<file path="src/rtl/edge_event_capture.sv">
// Per-bit edge detector with one-cycle pulse outputs and a timestamped event FIFO.
// Each cycle with at least one edge pushes one {timestamp, rose mask, fell mask} entry.
module edge_event_capture #(
  parameter int WIDTH = 32,
  parameter int DEPTH = 4,
  parameter int TS_W  = 16
) (
  input  logic                       clk,
  input  logic                       rst_n,
  input  logic [WIDTH-1:0]           sig_in,
  output logic [WIDTH-1:0]           rose_o,
  output logic [WIDTH-1:0]           fell_o,
  output logic                       evt_valid,
  input  logic                       evt_ready,
  output logic [TS_W-1:0]            evt_ts,
  output logic [WIDTH-1:0]           evt_rose,
  output logic [WIDTH-1:0]           evt_fell,
  output logic [$clog2(DEPTH):0]     evt_count,
  output logic                       ovf,
  input  logic                       ovf_clr
);

  localparam int AW = $clog2(DEPTH);

  // Handshake: an entry leaves the FIFO on a posedge where evt_valid && evt_ready;
  // head data holds steady while evt_valid is high and evt_ready is low.

  logic [WIDTH-1:0] prev_q;
  logic             armed;
  logic [TS_W-1:0]  ts_q;
  logic [WIDTH-1:0] r;
  logic [WIDTH-1:0] f;

  logic [AW:0]      wr_ptr;
  logic [AW:0]      rd_ptr;
  logic             full;
  logic             empty;
  logic             push;
  logic             pop;
  logic             wr_en;
  logic             drop;

  logic [TS_W-1:0]  ts_mem   [DEPTH];
  logic [WIDTH-1:0] rose_mem [DEPTH];
  logic [WIDTH-1:0] fell_mem [DEPTH];

  // The first sampled cycle after reset only loads prev_q, so nothing is reported for it.
  always_comb begin
    r = '0;
    f = '0;
    if (armed) begin
      r = sig_in & ~prev_q;
      f = ~sig_in & prev_q;
    end
  end

  assign empty = (wr_ptr == rd_ptr);
  assign full  = (wr_ptr[AW] != rd_ptr[AW]) && (wr_ptr[AW-1:0] == rd_ptr[AW-1:0]);
  assign push  = |(r | f);
  assign pop   = !empty && evt_ready;
  // When full, a simultaneous pop frees the head slot, which is also the write slot.
  assign wr_en = push && (!full || pop);
  assign drop  = push && full && !pop;

  assign evt_valid = !empty;
  assign evt_count = wr_ptr - rd_ptr;
  assign evt_ts    = ts_mem[rd_ptr[AW-1:0]];
  assign evt_rose  = rose_mem[rd_ptr[AW-1:0]];
  assign evt_fell  = fell_mem[rd_ptr[AW-1:0]];

  always_ff @(posedge clk or negedge rst_n) begin
    if (!rst_n) begin
      prev_q <= '0;
      armed  <= 1'b0;
      rose_o <= '0;
      fell_o <= '0;
      ts_q   <= '0;
    end else begin
      prev_q <= sig_in;
      armed  <= 1'b1;
      rose_o <= r;
      fell_o <= f;
      ts_q   <= ts_q + TS_W'(1);
    end
  end

  always_ff @(posedge clk or negedge rst_n) begin
    if (!rst_n) begin
      wr_ptr <= '0;
      rd_ptr <= '0;
      ovf    <= 1'b0;
    end else begin
      if (wr_en) wr_ptr <= wr_ptr + (AW+1)'(1);
      if (pop)   rd_ptr <= rd_ptr + (AW+1)'(1);
      // A drop in the same cycle as ovf_clr keeps the flag set.
      if (drop)         ovf <= 1'b1;
      else if (ovf_clr) ovf <= 1'b0;
    end
  end

  always_ff @(posedge clk) begin
    if (wr_en) begin
      ts_mem[wr_ptr[AW-1:0]]   <= ts_q;
      rose_mem[wr_ptr[AW-1:0]] <= r;
      fell_mem[wr_ptr[AW-1:0]] <= f;
    end
  end

endmodule

</file>
<file path="config.mk">
export PLATFORM = sky130hd
export DESIGN_NAME = edge_event_capture
export DESIGN_NICKNAME = d
export VERILOG_FILES = /design/src/rtl/edge_event_capture.sv
export SDC_FILE = /design/constraint.sdc
export NUM_CORES = 1
export LEC_CHECK = 0
export ABC_AREA = 1
export BUFFER_PORTS_ARGS = -buffer_cell sky130_fd_sc_hd__buf_2
export CORE_ASPECT_RATIO = 0.9
export CORE_MARGIN = 5
export CORE_UTILIZATION = 42
export CTS_BUF_LIST = sky130_fd_sc_hd__clkbuf_4 sky130_fd_sc_hd__clkbuf_8 sky130_fd_sc_hd__clkbuf_16
export DETAILED_ROUTE_END_ITERATION = 12
export GPL_TIMING_DRIVEN = 0
export PLACE_DENSITY = 0.65
export SLEW_MARGIN = 20
export SYNTH_ARGS = -nofsm -noshare
export SYNTH_HDL_FRONTEND = slang
export SYNTH_SLANG_ARGS = --single-unit
</file>
<file path="constraint.sdc">
create_clock -name clk -period 5.85 [get_ports clk]
set_input_delay 0.8775 -clock clk [delete_from_list [all_inputs] [get_ports clk]]
set_output_delay 0.8775 -clock clk [all_outputs]
set_load 0.03 [all_outputs]
</file>
==> summary.txt, run 1 <==
Timing
  – Slew Limit Fails: 0
  – Hold Fails Final Rpt: 0
  – Rel. slew slack: 39.6%
  – FMAX: 0.224 GHz
  – Time the worst path needs with I/O delays and setup: 4.46 ns
  – Slew @ Worst Pin: 0.906 ns
  – # setup viols final: 0
  – Clk_skew: 0.0292 ns
  – Fin crit share: 76.2%
  – RSZ-0062 raised after global routing: no
  – Hold_ws: 0.200 ns

Cells and area
  – Multi-input logic area: 3090 um2
  – Area growth syn-to-layout: 21.2%
  – Commonest non-fill, non-tap cell in the layout: edfxtp_1
  – Leading cell types in the layout, fill and taps excluded: edfxtp_1, nor2_1, buf_2
  – FF+latch area: 12600 um2
  – # nets final: 1475
  – Filler instances: 3256
  – Final non-filler cell total: 1962
  – Layout cell share with drive strength beyond 1: 20.1%

Global routing
  – Antenna violations before repair: 16
  – Number of global-route vias before repair: 10100
  – Global-route wire length before repair: 63.5 mm
  – Total track usage: 19.6%
  – Global route overflow: 0
  – Pin count of the biggest net entering global routing: 82

Floorplan
  – Initial Util: 42.3%
  – Die area: 42400 um2
  – Row cnt: 68
  – CORE AREA: 38100 um2
  – Die width: 217 um
  – I/O pin total: 185
  – DIE HEIGHT: 196 um

Clock network
  – Worst-Skew Late Latency: 0.55 ns
  – Post_cts resized: 0
  – TritonCTS clock tree: built
  – H-tree depth: 2
  – CTS Buf Count: 44
  – Hold buffers post-CTS: 0
  – Clock Sink Count: 440
  – CTS root buf: clkbuf_16
  – Number of post-CTS setup repair buffers: 0
  – Reg clk slew, reported paths: 0.06 ns
  – Max clock buf depth: 3

Yosys
  – Post-synthesis sequential area ratio: 78.2%
  – Post-Synth Adder-Cell Area: 0.745%
  – Post-synth top area share: 59.6%
  – Netlist Area Pre-Place: 16100 um2
  – Synth top area cells: edfxtp_1, dfrtp_1, nor2_1, o21ai_0, o22ai_1
  – Post-synth top area cell: edfxtp_1
  – Synth Area in Compound Gates: 8.13%
  – Synthesized net count: 1231
  – Mux contribution to synthesized area: 0%
  – Synth unique cells: 27
  – Synth Area in Simple Gates: 9.02%
  – Largest family of logic cells by synthesized area: simple AND/OR/NAND/NOR gates
  – XOR/XNOR share of the synthesized area: 1.03%
  – Gate count of the mapped netlist: 1186
  – #FFs+latches synth: 440
  – Syn_area_per_cell: 13.6 um2
  – Synth Warn #: 0

Run
  – Max cap viols: 0

Pwr
  – Power density over the cells: 618 nW/um2
  – Leak: 7.91 nW
  – Worst IR Drop VDD: 0.286 mV

Min path
  – HP Class: in2async

Setup path
  – Reg-to-reg critical path startpoint: rd_ptr[1]$_DFFE_PN0P_
  – WP data required: 6.09 ns
  – Worst reg-to-reg setup slack: 1.39 ns
  – Reg2reg path depth: 11
  – Startpoint types: flip-flop
  – Arr. time, crit path: 4.70 ns
  – Setup CP Type: reg2reg
  – Peak fanout along the critical path: 22
  – RR Endpoint: rose_mem[0][10]$_DFFE_PP_
  – Crit path capture type: flip-flop

Drt
  – Drt wl/cell: 21.6 um
  – Final ANT Viol Nets: 0
  – First drt pass iteration count: 5
  – DR vias/cell: 5.22
  – Vias: 10200
  – DRC: 0
  – Initial DRC count: 865
  – WL final: 42.5 mm

Placed design
  – Placer congestion estimate: 0.819
  – Port Buf Inserts: 184
  – Dpl hpwl: 29.1 mm
  – Dpl cells: 1874

Status
  – Status: finished, final reports clean
## power by group
part           internal (mW)  switching, mW
sequential              4.45          0.206
clock                   1.76           1.16
combinational           1.19           3.32
total                   7.40           4.68
## routing by layer
metal | routed length (um) | global-route usage (%) | vias up
met2 | 19900 | 31.2 | 362
met5 | 112 | 0 | -
met4 | 880 | 5.04 | 18
li1 | - | - | 4706
met3 | 3410 | 4.77 | 74
met1 | 18100 | 27.4 | 5077
## kinds of logic (layout without fill, tap and decap cells)
kind of cell	Yosys count	in the layout
buffers and inverters	112	391
xor gates and xnor gates	19	19
AOI/OAI and AO/OA	242	242
adders and majority gates	9	9
other	1	8
and+or+nand+nor	363	363
DFF	440	440
## worst max-delay path by stage
stage,start,endpoint,cells past startpoint,slack [ns]
floorplan,rd_ptr[1]$_DFFE_PN0P_,fell_mem[0][0]$_DFFE_PP_,9,0.32
CTS,rd_ptr[1]$_DFFE_PN0P_,rose_mem[0][2]$_DFFE_PP_,11,1.33
detailed placement,rd_ptr[1]$_DFFE_PN0P_,rose_mem[0][12]$_DFFE_PP_,11,1.33
global placement,rd_ptr[1]$_DFFE_PN0P_,rose_mem[0][13]$_DFFE_PP_,9,-3.85
finish,rd_ptr[1]$_DFFE_PN0P_,rose_mem[0][10]$_DFFE_PP_,11,1.39
global route,rd_ptr[1]$_DFFE_PN0P_,rose_mem[0][14]$_DFFE_PP_,11,1.19
## metrics by stage
step | util (%) | cell area [um2] | setup slack [ns] | setup TNS, ns | power (mW)
2_1_floorplan | - | 16100 | 0.317 | 0 | 7.58
6_report | 51.3 | 19500 | 1.39 | 0 | 12.1
5_1_grt | 51.3 | 19500 | 1.19 | 0 | 12.7
3_3_place_gp | 46.3 | 17700 | -3.85 | -1166.26 | 9.15
3_5_place_dp | 47.3 | 18000 | 1.33 | 0 | 9.28
4_1_cts | 51.2 | 19500 | 1.33 | 0 | 12.2
## flip-flops by register name, indices dropped and copies added (netlist names)
register  cells
rose_mem    128
armed         1
rd_ptr        3
ts_q         16
ts_mem       64
prev_q       32
rose_o       32
fell_mem    128
fell_o       32
ovf           1
wr_ptr        3
## cells in the mapped netlist, drive strengths merged
cell type / count
xor2: 7
nor4: 1
fa: 1
nand3b: 5
nand3: 23
a21oi: 1
o22ai: 80
edfxtp: 320
xnor2: 12
conb: 1
or2: 1
clkbuf: 47
nor2: 247
dfrtp: 120
ha: 8
o21ai: 161
nand4: 9
buf: 12
clkinv: 1
inv: 52
nand2: 77
## worst max-delay path: stages (launching register included)
cell	delay, ns
dfrtp_1	0.40
clkbuf_1	0.70
clkinv_1	0.75
clkbuf_1	0.40
ha_1	0.36
inv_1	0.06
nor4_1	0.07
inv_1	0.17
nand2_4	0.14
nor2_4	0.57
buf_12	0.27
buf_12	0.21
## layout make-up
cell class | count | share of cell area, %
sequential | 440 | 64.5
multi-input combinational | 634 | 15.8
timing repair buffer | 198 | 6.35
clock buffer | 59 | 6.34
tap | 490 | 3.14
clock inverter | 22 | 1.41
buffer | 59 | 1.36
inverter | 53 | 1.02
antenna | 7 | 0.0896
Note: power is estimated with default switching activity, not from simulation.
==> run 2: changes to the inputs <==
--- a/config.mk
+++ b/config.mk
@@ -13,7 +13,7 @@
 export CTS_BUF_LIST = sky130_fd_sc_hd__clkbuf_4 sky130_fd_sc_hd__clkbuf_8 sky130_fd_sc_hd__clkbuf_16
 export DETAILED_ROUTE_END_ITERATION = 12
 export GPL_TIMING_DRIVEN = 0
-export PLACE_DENSITY = 0.65
+export PLACE_DENSITY = 0.63
 export SLEW_MARGIN = 20
 export SYNTH_ARGS = -nofsm -noshare
 export SYNTH_HDL_FRONTEND = slang
==> constraint.sdc (replaced) <==
create_clock -name clk -period 4.6 [get_ports clk]
set_input_delay 0.69 -clock clk [delete_from_list [all_inputs] [get_ports clk]]
set_output_delay 0.69 -clock clk [all_outputs]
set_load 0.03 [all_outputs]
==> run 2 against run 1 <==
Sequential share of layout area up 0.074 points; register-to-register slack worse by 1.0 ns; first-iteration DRC count up 14%; final cell count up 0.25%; total power up 26%; combinational power up 28%; non-clock buffer count up 1; wire length about the same; worst setup slack worse by 1.0 ns; sequential cell count unchanged; die area unchanged; critical path type unchanged.
==> summary.txt, run 2 (same netlist as run 1, synthesis figures left out) <==
Drt
  – DR vias/cell: 5.18
  – Drt wl/cell: 21.6 um
  – Initial DRC count: 983
  – WL final: 42.5 mm
  – Vias: 10200
  – First drt pass iteration count: 5
  – DRC: 0
  – Final ANT Viol Nets: 0

Pwr
  – Power density over the cells: 780 nW/um2
  – Internal power: 9.26 mW
  – Switching Fraction: 39.2%
  – Seq pwr share: 38.9%
  – Worst IR Drop VDD: 0.478 mV
  – Clock Power Share: 23.3%
  – Net Switching: 5.97 mW
  – Leak: 7.91 nW
  – Combinational power share: 37.9%
  – Design Power: 15.2 mW

Placed design
  – Port Buf Inserts: 184
  – Worst slack, placed: -0.133 ns
  – Placer congestion estimate: 0.819
  – Dpl hpwl: 29.4 mm
  – Dpl cells: 1874
  – Post-DP Area: 18000 um2

Cells and area
  – Layout cell share with drive strength beyond 1: 20.4%
  – Final non-filler cell total: 1967
  – FF+latch area: 12600 um2
  – Commonest non-fill, non-tap cell in the layout: edfxtp_1
  – Leading cell types in the layout, fill and taps excluded: edfxtp_1, nor2_1, buf_2
  – Filler instances: 3288
  – # nets final: 1476
  – Multi-input logic area: 3090 um2
  – Design Area, Final: 19500 um2
  – Area growth syn-to-layout: 21.0%

Timing
  – Time the worst path needs with I/O delays and setup: 4.22 ns
  – Hold Fails Final Rpt: 0
  – FMAX: 0.237 GHz
  – Hold_ws: 0.267 ns
  – Clk_skew: 0.0153 ns
  – RSZ-0062 raised after global routing: no
  – Fin worst setup slack: 0.380 ns
  – # setup viols final: 0
  – Slew @ Worst Pin: 0.978 ns
  – Fin crit share: 91.7%
  – Slew Limit Fails: 0
  – Rel. slew slack: 34.8%

Floorplan
  – Initial Util: 42.3%
  – DIE HEIGHT: 196 um
  – CORE AREA: 38100 um2
  – Die width: 217 um
  – I/O pin total: 185
  – Row cnt: 68
  – Die area: 42400 um2

Min path
  – HP Class: in2reg

Clock network
  – Clock Sink Count: 440
  – TritonCTS clock tree: built
  – H-tree depth: 2
  – Reg clk slew, reported paths: 0.06 ns
  – Number of post-CTS setup repair buffers: 0
  – CTS root buf: clkbuf_16
  – CTS Buf Count: 44
  – Worst-Skew Late Latency: 0.56 ns
  – Max clock buf depth: 3

Global routing
  – Global-route wire length before repair: 63.6 mm
  – Antenna violations before repair: 13
  – Number of global-route vias before repair: 10200
  – Total track usage: 19.7%
  – Global route overflow: 0
  – Pin count of the biggest net entering global routing: 87

Status
  – Status: finished, final reports clean

Setup path
  – Peak fanout along the critical path: 22
  – Startpoint types: flip-flop
  – Setup CP Type: reg2reg
  – WP data required: 4.85 ns
  – Crit path capture type: flip-flop
  – Arr. time, crit path: 4.47 ns

Run
  – Max cap viols: 0
-- run 2: cell types whose count changed in the layout (fill, tap and decap cells not counted), sizes merged --
cell	change
clkinv	-2
dlygate4sd3	+1
clkinvlp	-1
clkbuf	+9
bufinv	-5
diode	+3
-- run 2: worst max-delay path: stages (launching register included) --
cell,delay [ns]
dfrtp_1,0.39
clkbuf_1,0.75
clkinv_2,0.50
clkbuf_1,0.36
ha_1,0.36
inv_1,0.06
nor4_1,0.06
inv_1,0.17
nand2_4,0.14
nor2_4,0.61
buf_12,0.27
buf_12,0.20
-- run 2: cell type report --
| cell class | count | share of cell area, % |
|---|---|---|
| antenna | 10 | 0.128 |
| buffer | 59 | 1.36 |
| clock buffer | 68 | 6.82 |
| clock inverter | 14 | 0.647 |
| inverter | 53 | 1.03 |
| multi-input combinational | 634 | 15.8 |
| sequential | 440 | 64.6 |
| tap | 490 | 3.14 |
| timing repair buffer | 199 | 6.48 |
-- run 2: power groups by stage --
stage | logic, mW | clock network (mW) | registers (mW)
CTS | 5.86 | 3.61 | 5.93
global placement | 5.16 | 0 | 5.97
floorplan | 3.51 | 0 | 6.14
global route | 6.22 | 3.77 | 6.02
detailed placement | 5.84 | 0 | 6.00
finish | 5.76 | 3.54 | 5.92
-- run 2: path summary, 6_finish.rpt --
kind | startpoint | endpoint | slack [ns] | cells after the start
worst max-delay path | rd_ptr[1]$_DFFE_PN0P_ | fell_mem[3][18]$_DFFE_PP_ | 0.38 | 11
worst min-delay path | sig_in[28] | prev_q[28]$_DFF_PN0_ | 0.27 | 1
worst max register to register | rd_ptr[1]$_DFFE_PN0P_ | fell_mem[3][18]$_DFFE_PP_ | 0.38 | 11
worst min register to register | rd_ptr[2]$_DFFE_PN0P_ | rd_ptr[2]$_DFFE_PN0P_ | 0.49 | 1
max in group asynchronous | rst_n | fell_o[13]$_DFF_PN0_ | 3.23 | 3
min in group asynchronous | rst_n | ts_q[9]$_DFF_PN0_ | 0.59 | 2
-- run 2: what timing repair did --
item | in CTS | in global routing
hold endpoints to repair | 3 | 0
endpoints found under the setup margin | 57 | 0
gates resized for setup | 1 | 0
hold buffers | 1 | 0
-- run 2: per-layer routing --
layer | wire (um) | track usage, % | vias to the layer above | part of all wire (%)
li1 | - | - | 4715 | -
met1 | 17700 | 27.5 | 5006 | 42
met2 | 19800 | 30.7 | 382 | 47
met3 | 3850 | 5.35 | 74 | 9.1
met4 | 998 | 6.10 | 12 | 2.3
met5 | 85 | 0 | - | 0.20
-- run 2: stage by stage --
step	setup TNS (ns)	utilization, %
finish	0	51.2
global route	0	51.2
CTS	0	51.2
detailed placement	-6.47	47.3
global placement	-1574.45	46.3
floorplan	-298.65	-
==> run 3: changes to the inputs <==
--- a/config.mk
+++ b/config.mk
@@ -7,7 +7,6 @@
 export LEC_CHECK = 0
 export ABC_AREA = 1
 export BUFFER_PORTS_ARGS = -buffer_cell sky130_fd_sc_hd__buf_2
-export CORE_ASPECT_RATIO = 0.9
 export CORE_MARGIN = 5
 export CORE_UTILIZATION = 42
 export CTS_BUF_LIST = sky130_fd_sc_hd__clkbuf_4 sky130_fd_sc_hd__clkbuf_8 sky130_fd_sc_hd__clkbuf_16
==> run 3 against run 2 <==
First-iteration DRC count fell by 23%; hold slack improved by 0.0049 ns; highest routed layer unchanged; utilization grew 0.73 points; non-clock buffer count rose by 2; fmax increased by 0.25%; sequential share of layout area shrank 0.29 points; largest cell class unchanged; total power rose by 0.81%; clock skew is 0.0092 ns higher; final area rose by 0.46%; register-to-register slack is essentially flat; die area about the same.
==> summary.txt, run 3 (same netlist as run 1, synthesis figures left out) <==
Status
  – Status: finished, final reports clean

Global routing
  – Number of global-route vias before repair: 10000
  – Global route overflow: 0
  – Pin count of the biggest net entering global routing: 89
  – Global-route wire length before repair: 63.7 mm
  – Total track usage: 20.0%
  – Antenna violations before repair: 16

Placed design
  – Post-DP Area: 18100 um2
  – Dpl hpwl: 29.1 mm
  – Port Buf Inserts: 184
  – Placer congestion estimate: 0.810

Drt
  – WL final: 42.8 mm
  – DRC: 0
  – Vias: 10300
  – Drt wl/cell: 21.5 um
  – Initial DRC count: 757
  – DR vias/cell: 5.18
  – Final ANT Viol Nets: 0
  – First drt pass iteration count: 5

Cells and area
  – Commonest non-fill, non-tap cell in the layout: edfxtp_1
  – Leading cell types in the layout, fill and taps excluded: edfxtp_1, nor2_1, buf_2
  – Area growth syn-to-layout: 21.6%
  – Layout cell share with drive strength beyond 1: 20.4%
  – # nets final: 1479
  – Design Area, Final: 19600 um2

Timing
  – Fin crit share: 91.5%
  – RSZ-0062 raised after global routing: no
  – Slew @ Worst Pin: 0.856 ns
  – Time the worst path needs with I/O delays and setup: 4.21 ns
  – # setup viols final: 0
  – Setup_tns: 0 ns
  – Hold_ws: 0.272 ns
  – Hold Fails Final Rpt: 0
  – Rel. slew slack: 42.9%
  – FMAX: 0.238 GHz
  – Slew Limit Fails: 0
  – Clk_skew: 0.0245 ns

Floorplan
  – Die width: 206 um
  – Die area: 42400 um2
  – CORE AREA: 37800 um2
  – DIE HEIGHT: 206 um
  – Initial Util: 42.7%
  – Row cnt: 71
  – I/O pin total: 185

Setup path
  – CP Buf/Inv Count: 8
  – RR Endpoint: fell_mem[0][26]$_DFFE_PP_
  – Crit path depth: 12
  – Family with the most delay on the worst path: buffers and inverters
  – Worst path cell trace: clkdlybuf4s15_1 > clkinvlp_4 > clkbuf_1 > ha_1 > inv_1 > nor4_1 > inv_1 > nand2_4 > nor2_4 > buf_16 > buf_16 > buf_12
  – Worst reg-to-reg setup slack: 0.39 ns
  – Reg2reg path depth: 12
  – Startpoint types: flip-flop
  – Crit path capture type: flip-flop
  – CP max stage delay: 0.73 ns
  – Peak fanout along the critical path: 21
  – Reg-to-reg critical path startpoint: rd_ptr[1]$_DFFE_PN0P_
  – Arr. time, crit path: 4.50 ns
  – CP max stage cell: clkdlybuf4s15_1
  – Setup CP Type: reg2reg
  – WP data required: 4.89 ns

Pwr
  – Leak: 7.93 nW
  – Worst IR Drop VDD: 0.425 mV
  – Power density over the cells: 783 nW/um2
  – Design Power: 15.3 mW

Clock network
  – H-tree depth: 2
  – Worst-Skew Late Latency: 0.55 ns
  – CTS Buf Count: 45
  – Number of post-CTS setup repair buffers: 0
  – Reg clk slew, reported paths: 0.06 ns
  – CTS root buf: clkbuf_16
  – TritonCTS clock tree: built
  – Max clock buf depth: 3
  – Clock Sink Count: 440

Min path
  – Min-Delay Path Depth: 1
  – Hold Crit Start: sig_in[5]
  – HP Class: in2reg
  – Hold EP: prev_q[5]$_DFF_PN0_

Run
  – Max cap viols: 0
[run 3: how the worst max path moves through the flow]
stage | startpoint | end | slack (ns)
after floorplan | rd_ptr[1]$_DFFE_PN0P_ | fell_mem[0][0]$_DFFE_PP_ | -0.93
after global placement | rd_ptr[1]$_DFFE_PN0P_ | fell_mem[3][29]$_DFFE_PP_ | -5.09
after detailed placement | rd_ptr[1]$_DFFE_PN0P_ | rose_mem[0][16]$_DFFE_PP_ | 0.09
after CTS | rd_ptr[1]$_DFFE_PN0P_ | fell_mem[0][26]$_DFFE_PP_ | 0.07
after global routing | rd_ptr[1]$_DFFE_PN0P_ | fell_mem[0][26]$_DFFE_PP_ | 0.05
final | rd_ptr[1]$_DFFE_PN0P_ | fell_mem[0][26]$_DFFE_PP_ | 0.39
[run 3: worst register-to-register path, cell delays in order (launching register included)]
cell and delay (ns):
dfrtp_1 0.40, clkdlybuf4s15_1 0.73, clkinvlp_4 0.59, clkbuf_1 0.36, ha_1 0.38, inv_1 0.04
nor4_1 0.38, inv_1 0.20, nand2_4 0.20, nor2_4 0.13, buf_16 0.19, buf_16 0.17
buf_12 0.19
[run 3: timing repair]
action / 4_1_cts / 5_1_grt
endpoints found under the hold margin: 1 / 0
gates resized for setup: 0 / 3
endpoints found under the setup margin: 0 / 58
hold buffers: 1 / 0
[run 3: power breakdown]
group          internal, mW  switching (mW)  total (mW)  leakage (nW)
clock network          2.14            1.48        3.62         0.749
logic                  1.58            4.24        5.81          2.56
registers              5.66           0.265        5.92          4.63
[run 3: cell type report]
type	count	area (um2)
Antenna cell	7	17.5
Timing Repair Buffer	201	1310
Inverter	53	203
Buffer	59	272
Sequential cell	440	12600
Tap cell	511	639
Multi-Input combinational cell	634	3090
Fill cell	3212	18100
Clock inverter	22	189
Clock buffer	61	1290
[run 3: stage by stage]
step | cells | setup slack [ns] | util (%)
final | 1988 | 0.391 | 52.0
after global routing | 1983 | 0.0455 | 51.9
after CTS | 1981 | 0.0726 | 51.9
after detailed placement | 1897 | 0.0936 | 47.9
after global placement | 1881 | -5.09 | 46.9
after floorplan | 1186 | -0.933 | -
[run 3: metal layers]
| layer | track usage [%] | routed length (um) | vias to the layer above |
|---|---|---|---|
| met5 | 0 | 151 | - |
| met4 | 3.85 | 699 | 24 |
| met3 | 5.57 | 3760 | 73 |
| met2 | 31.9 | 20400 | 364 |
| met1 | 28.0 | 17800 | 5118 |
| li1 | - | - | 4723 |
